$ cat src/rtl/comma_aligner.sv
// comma_aligner: serial-to-symbol front end of the 8b10b receive path.
// The block shifts in the recovered serial stream and hunts for a K28.5 comma.
// It locks symbol alignment once LOCK_CNT commas land on the same phase.
// While locked it emits one framed 10-bit symbol (bit a at [9]) per ten accepted bits.
// Optional feature: define COMMA_ALIGN_SLIP_CNT_EN to add slip_cnt_o, a count of
// lock losses that saturates at 255.
module comma_aligner #(
  parameter int unsigned LOCK_CNT = 3,
  parameter int unsigned LOSS_CNT = 4
) (
  input  logic       clk_i,
  input  logic       rst_ni,
  input  logic       sdata_i,
  input  logic       sdata_vld_i,
  output logic [9:0] data_o,
  output logic       data_vld_o,
  output logic       comma_o,
  output logic       lock_o
`ifdef COMMA_ALIGN_SLIP_CNT_EN
  ,
  output logic [7:0] slip_cnt_o
`endif
);

  localparam logic [9:0]  K28_5_RDN = 10'b0011111010;
  localparam logic [9:0]  K28_5_RDP = 10'b1100000101;
  localparam int unsigned CW        = $clog2(LOCK_CNT + 1);
  localparam int unsigned MW        = $clog2(LOSS_CNT + 1);

  typedef enum logic [1:0] {
    HUNT   = 2'd0,
    VERIFY = 2'd1,
    LOCKED = 2'd2
  } state_e;

  state_e          state_q, state_d;
  logic [8:0]      sh_q, sh_d;
  logic [3:0]      ph_q, ph_d;
  logic [CW-1:0]   cnt_q, cnt_d;
  logic [MW-1:0]   miss_q, miss_d;
  logic [9:0]      data_q, data_d;
  logic            vld_q, vld_d;
  logic            comma_q, comma_d;
  logic            lock_q, lock_d;
`ifdef COMMA_ALIGN_SLIP_CNT_EN
  logic [7:0]      slip_q, slip_d;
`endif

  // The 10-bit window always includes the bit being offered this cycle.
  logic [9:0] win;
  logic       comma_hit;
  logic       boundary;

  assign win       = {sh_q, sdata_i};
  assign comma_hit = (win == K28_5_RDN) || (win == K28_5_RDP);
  assign boundary  = (ph_q == 4'd9);

  // Alignment FSM, phase tracking and symbol framing for one accepted bit.
  always_comb begin
    state_d = state_q;
    sh_d    = sh_q;
    ph_d    = ph_q;
    cnt_d   = cnt_q;
    miss_d  = miss_q;
    data_d  = data_q;
    vld_d   = 1'b0;
    comma_d = comma_q;

    if (sdata_vld_i) begin
      sh_d = win[8:0];
      ph_d = boundary ? 4'd0 : (ph_q + 4'd1);

      unique case (state_q)
        HUNT: begin
          // Any comma, at any phase, defines a candidate alignment.
          if (comma_hit) begin
            ph_d = 4'd0;
            if (LOCK_CNT == 1) begin
              state_d = LOCKED;
              cnt_d   = '0;
            end else begin
              state_d = VERIFY;
              cnt_d   = CW'(1);
            end
          end
        end

        VERIFY: begin
          if (comma_hit) begin
            if (boundary) begin
              if (cnt_q == CW'(LOCK_CNT - 1)) begin
                state_d = LOCKED;
                cnt_d   = '0;
              end else begin
                cnt_d = cnt_q + 1'b1;
              end
            end else begin
              // A comma at a new phase restarts verification there.
              ph_d  = 4'd0;
              cnt_d = CW'(1);
            end
          end
        end

        LOCKED: begin
          if (boundary) begin
            // Boundary wins even when the window is a comma: never a miss.
            data_d  = win;
            vld_d   = 1'b1;
            comma_d = comma_hit;
            if (comma_hit) begin
              miss_d = '0;
            end
          end else if (comma_hit) begin
            // Misaligned commas do not realign while locked; enough of them drop lock.
            if (miss_q == MW'(LOSS_CNT - 1)) begin
              state_d = HUNT;
              miss_d  = '0;
            end else begin
              miss_d = miss_q + 1'b1;
            end
          end
        end

        default: begin
          state_d = HUNT;
        end
      endcase
    end

    lock_d = (state_d == LOCKED);
  end

`ifdef COMMA_ALIGN_SLIP_CNT_EN
  // Count each LOCKED to HUNT drop, holding at 255 until reset.
  always_comb begin
    slip_d = slip_q;
    if ((state_q == LOCKED) && (state_d == HUNT) && (slip_q != 8'hFF)) begin
      slip_d = slip_q + 8'd1;
    end
  end

  assign slip_cnt_o = slip_q;
`endif

  // State and output registers; reset discards any partial symbol.
  always_ff @(posedge clk_i or negedge rst_ni) begin
    if (!rst_ni) begin
      state_q <= HUNT;
      sh_q    <= '0;
      ph_q    <= '0;
      cnt_q   <= '0;
      miss_q  <= '0;
      data_q  <= '0;
      vld_q   <= 1'b0;
      comma_q <= 1'b0;
      lock_q  <= 1'b0;
`ifdef COMMA_ALIGN_SLIP_CNT_EN
      slip_q  <= '0;
`endif
    end else begin
      state_q <= state_d;
      sh_q    <= sh_d;
      ph_q    <= ph_d;
      cnt_q   <= cnt_d;
      miss_q  <= miss_d;
      data_q  <= data_d;
      vld_q   <= vld_d;
      comma_q <= comma_d;
      lock_q  <= lock_d;
`ifdef COMMA_ALIGN_SLIP_CNT_EN
      slip_q  <= slip_d;
`endif
    end
  end

  assign data_o     = data_q;
  assign data_vld_o = vld_q;
  assign comma_o    = comma_q;
  assign lock_o     = lock_q;

endmodule
$ cat config.mk
export PLATFORM = sky130hd
export DESIGN_NAME = comma_aligner
export DESIGN_NICKNAME = d
export VERILOG_FILES = /design/src/rtl/comma_aligner.sv
export SDC_FILE = /design/constraint.sdc
export NUM_CORES = 1
export LEC_CHECK = 0
export CORE_MARGIN = 5
export CORE_UTILIZATION = 49
export DETAILED_ROUTE_END_ITERATION = 6
export GPL_TIMING_DRIVEN = 1
export PLACE_DENSITY = 0.74
export SYNTH_ARGS = -nofsm -noshare
export SYNTH_HDL_FRONTEND = slang
export SYNTH_SLANG_ARGS = --single-unit
$ cat constraint.sdc
create_clock -name clk_i -period 1.9 [get_ports clk_i]
set_clock_uncertainty 0.05 [all_clocks]
set_input_delay 0.38 -clock clk_i [delete_from_list [all_inputs] [get_ports clk_i]]
set_output_delay 0.38 -clock clk_i [all_outputs]
set_load 0.02 [all_outputs]
==> reports/qor.csv <==
metric,value,unit
status,"complete, but fails checks",
violations,negative setup slack,
postSynth.asyncResetShare,1.00,
io_pins,17,
dieArea,4250,µm²
worstMarginPinSlew,0.420,ns
cp-end-kind,flop,
maxSlewHeadroom,0.720,
cap_violations,0,
grt_pass1_wl,4890,µm
rows,20,
die-width,65.2,µm
rsz0062_at_grt,yes,
layout_commonest_cell,dfrtp_1,
post-route-period-util,1.17,
avgViaCountPerCell,5.47,
place_ws,-0.743,ns
first_global_vias,1141,
syn_inst,117,
ant_nets,0,
synth_flop_cell,dfrtp_1,
cts_buffer_depth,2,
p_seq_frac,0.420,
grt.met3_usage,0.0496,
start_kind,flop,
final_cell_mix,"dfrtp_1, buf_4, clkdlybuf4s50_1",
area_growth,39.6,%
hp-class,input port to asynchronous set/reset pin,
netSwitchingFraction,0.306,
die_h,65.2,µm
fin_crit,2.22,ns
drive_above_1_share,0.448,
start_util,0.502,
track_usage,0.150,
insertedDiodeCount,0,
n_fill_cell,217,
root_buffer,clkbuf_4,
p_leak,0.942,nW
clockPowerShare,0.220,
core,2980,µm²
overflow,0,
hpwl,2000,µm
power_density,1180,nW/µm²
synth_warnings,0,
finalSetupViolCount,12,
cts_made_buffers,5,
gp_congestion,0.726,
hold_buffers,0,
dr.pass1.iters,4,
ys_ff_latch,33,
drt_iter0_drc,48,
synth-edff-count,0,
tritoncts,built,
htree_levels,2,
io_buffers,16,
synth_area,1490,µm²
p_sw,0.755,mW
gr-usage-met2,0.267,
crit_required,2.05,ns
critPathKind,flop to flop,
worst_skew_pair.late_latency,0.33,ns
internal_power,1.71,mW
grt_util_met1,0.159,
clk_pin_slew_worst_paths,0.10,ns
syn_area_per_cell,12.8,µm²
wl_per_cell,15.6,µm
yosysUniqueCellTypes,35,
antenna_found_initial,0,
max_freq,451,MHz
drc,0,
clkSinkCount,33,
synth_fp_nets,124,
vias,1072,
grt.busiest_layer,met2,
final.setup.tns,-2.98,ns
finalNetCount,169,
peakVddDrop,711,µV
hold_viol,0,
slew_viol_final,0,
critPathArrivalTime,2.37,ns
totalWireLength,3070,µm
worst-path-max-fanout,5,
combPwrFrac,0.360,
grt_max_degree,34,
postLayoutSetupSlackWorst,-0.316,ns
ys_seq_area_frac,0.553,
-- worst paths after layout --
path / from / end / slack [ns] / cells after the start
worst min-delay path: rst_ni / miss_q[0] / 0.40 / 2
worst min register to register: miss_q[1] / miss_q[1] / 0.46 / 1
max in group asynchronous: rst_ni / data_o[7] / 1.09 / 2
worst max register to register: sh_q[0] / ph_q[2] / -0.32 / 6
worst max-delay path: sh_q[0] / ph_q[2] / -0.32 / 6
min in group clk_i: miss_q[1] / miss_q[1] / 0.46 / 1
-- sequential cells by signal, summed over array words and instances (netlist names), 2 cells and up --
| name | count |
|---|---|
| data_o | 10 |
| sh_q | 9 |
| ph_q | 4 |
| miss_q | 3 |
| cnt_q | 2 |
| state_q | 2 |
-- metrics by stage --
stage               cell area (µm²)  cells  utilization  power, mW  hold slack [ns]
finish                         2090    196        0.700       2.47            0.397
global route                   2090    196        0.700       2.61            0.411
CTS                            1960    191        0.658       2.37            0.395
detailed placement             1830    181        0.613       1.80            0.436
global placement               1830    181        0.613       1.77            0.427
floorplan                      1500    117            -       1.42           0.0344
-- cell type report --
cell class,instances,area [µm²],share of cell area
clock inverter,1,30.0,0.0144
inverter,3,11.3,0.00540
multi-input combinational,77,749,0.359
clock buffer,7,55.1,0.0264
sequential,33,826,0.396
tap,33,41.3,0.0198
timing repair buffer,42,373,0.179
-- kinds of logic (layout without fill, tap and decap cells) --
| group | Yosys count | in the layout | share of synthesized area |
|---|---|---|---|
| fa+ha+maj | 3 | 3 | 0.0251 |
| mux | 24 | 24 | 0.180 |
| buf+inv | 7 | 53 | 0.0184 |
| compound gates | 16 | 16 | 0.0687 |
| flops | 33 | 33 | 0.553 |
| simple gates | 34 | 34 | 0.155 |
-- synth_stat cells (2+ instances only) --
cell / count / area [µm²]
nand3_1: 2 / 10.0
nor2_1: 5 / 18.8
nand4b_1: 3 / 26.3
mux2_2: 22 / 248
inv_1: 3 / 11.3
ha_1: 3 / 37.5
nor3_4: 2 / 32.5
dfrtp_1: 33 / 826
nand2_1: 7 / 26.3
a21oi_1: 3 / 15.0
o21ai_0: 3 / 15.0
nand2b_1: 5 / 31.3
clkbuf_1: 3 / 11.3
nor3_2: 2 / 20.0
-- metal layers --
metal	vias up	share of wire
met5	-	0
met4	0	0.016
met3	6	0.035
met2	18	0.53
met1	534	0.42
li1	514	-
-- critical path, stage by stage (launching register included) --
cell	delay [ns]
dfrtp_1	0.40
or4b_4	0.53
or4_4	0.43
nor2b_4	0.17
buf_6	0.14
o311ai_2	0.26
o31ai_1	0.11
-- timing repair --
action | in CTS | in global routing
buffers inserted | 3 | 4
pin swaps | 3 | 7
gates resized for setup | 12 | 23
endpoints found under the setup margin | 13 | 23
cloned | 0 | 1
-- power by group through the flow --
stage / clock network, mW / registers, mW / logic [mW]
final: 0.542 / 1.04 / 0.889
after floorplan: 0 / 1.14 / 0.277
after CTS: 0.561 / 1.02 / 0.791
after global placement: 0 / 1.02 / 0.752
after detailed placement: 0 / 1.03 / 0.771
after global routing: 0.594 / 1.06 / 0.953
Power figures use the tool's default switching activity.
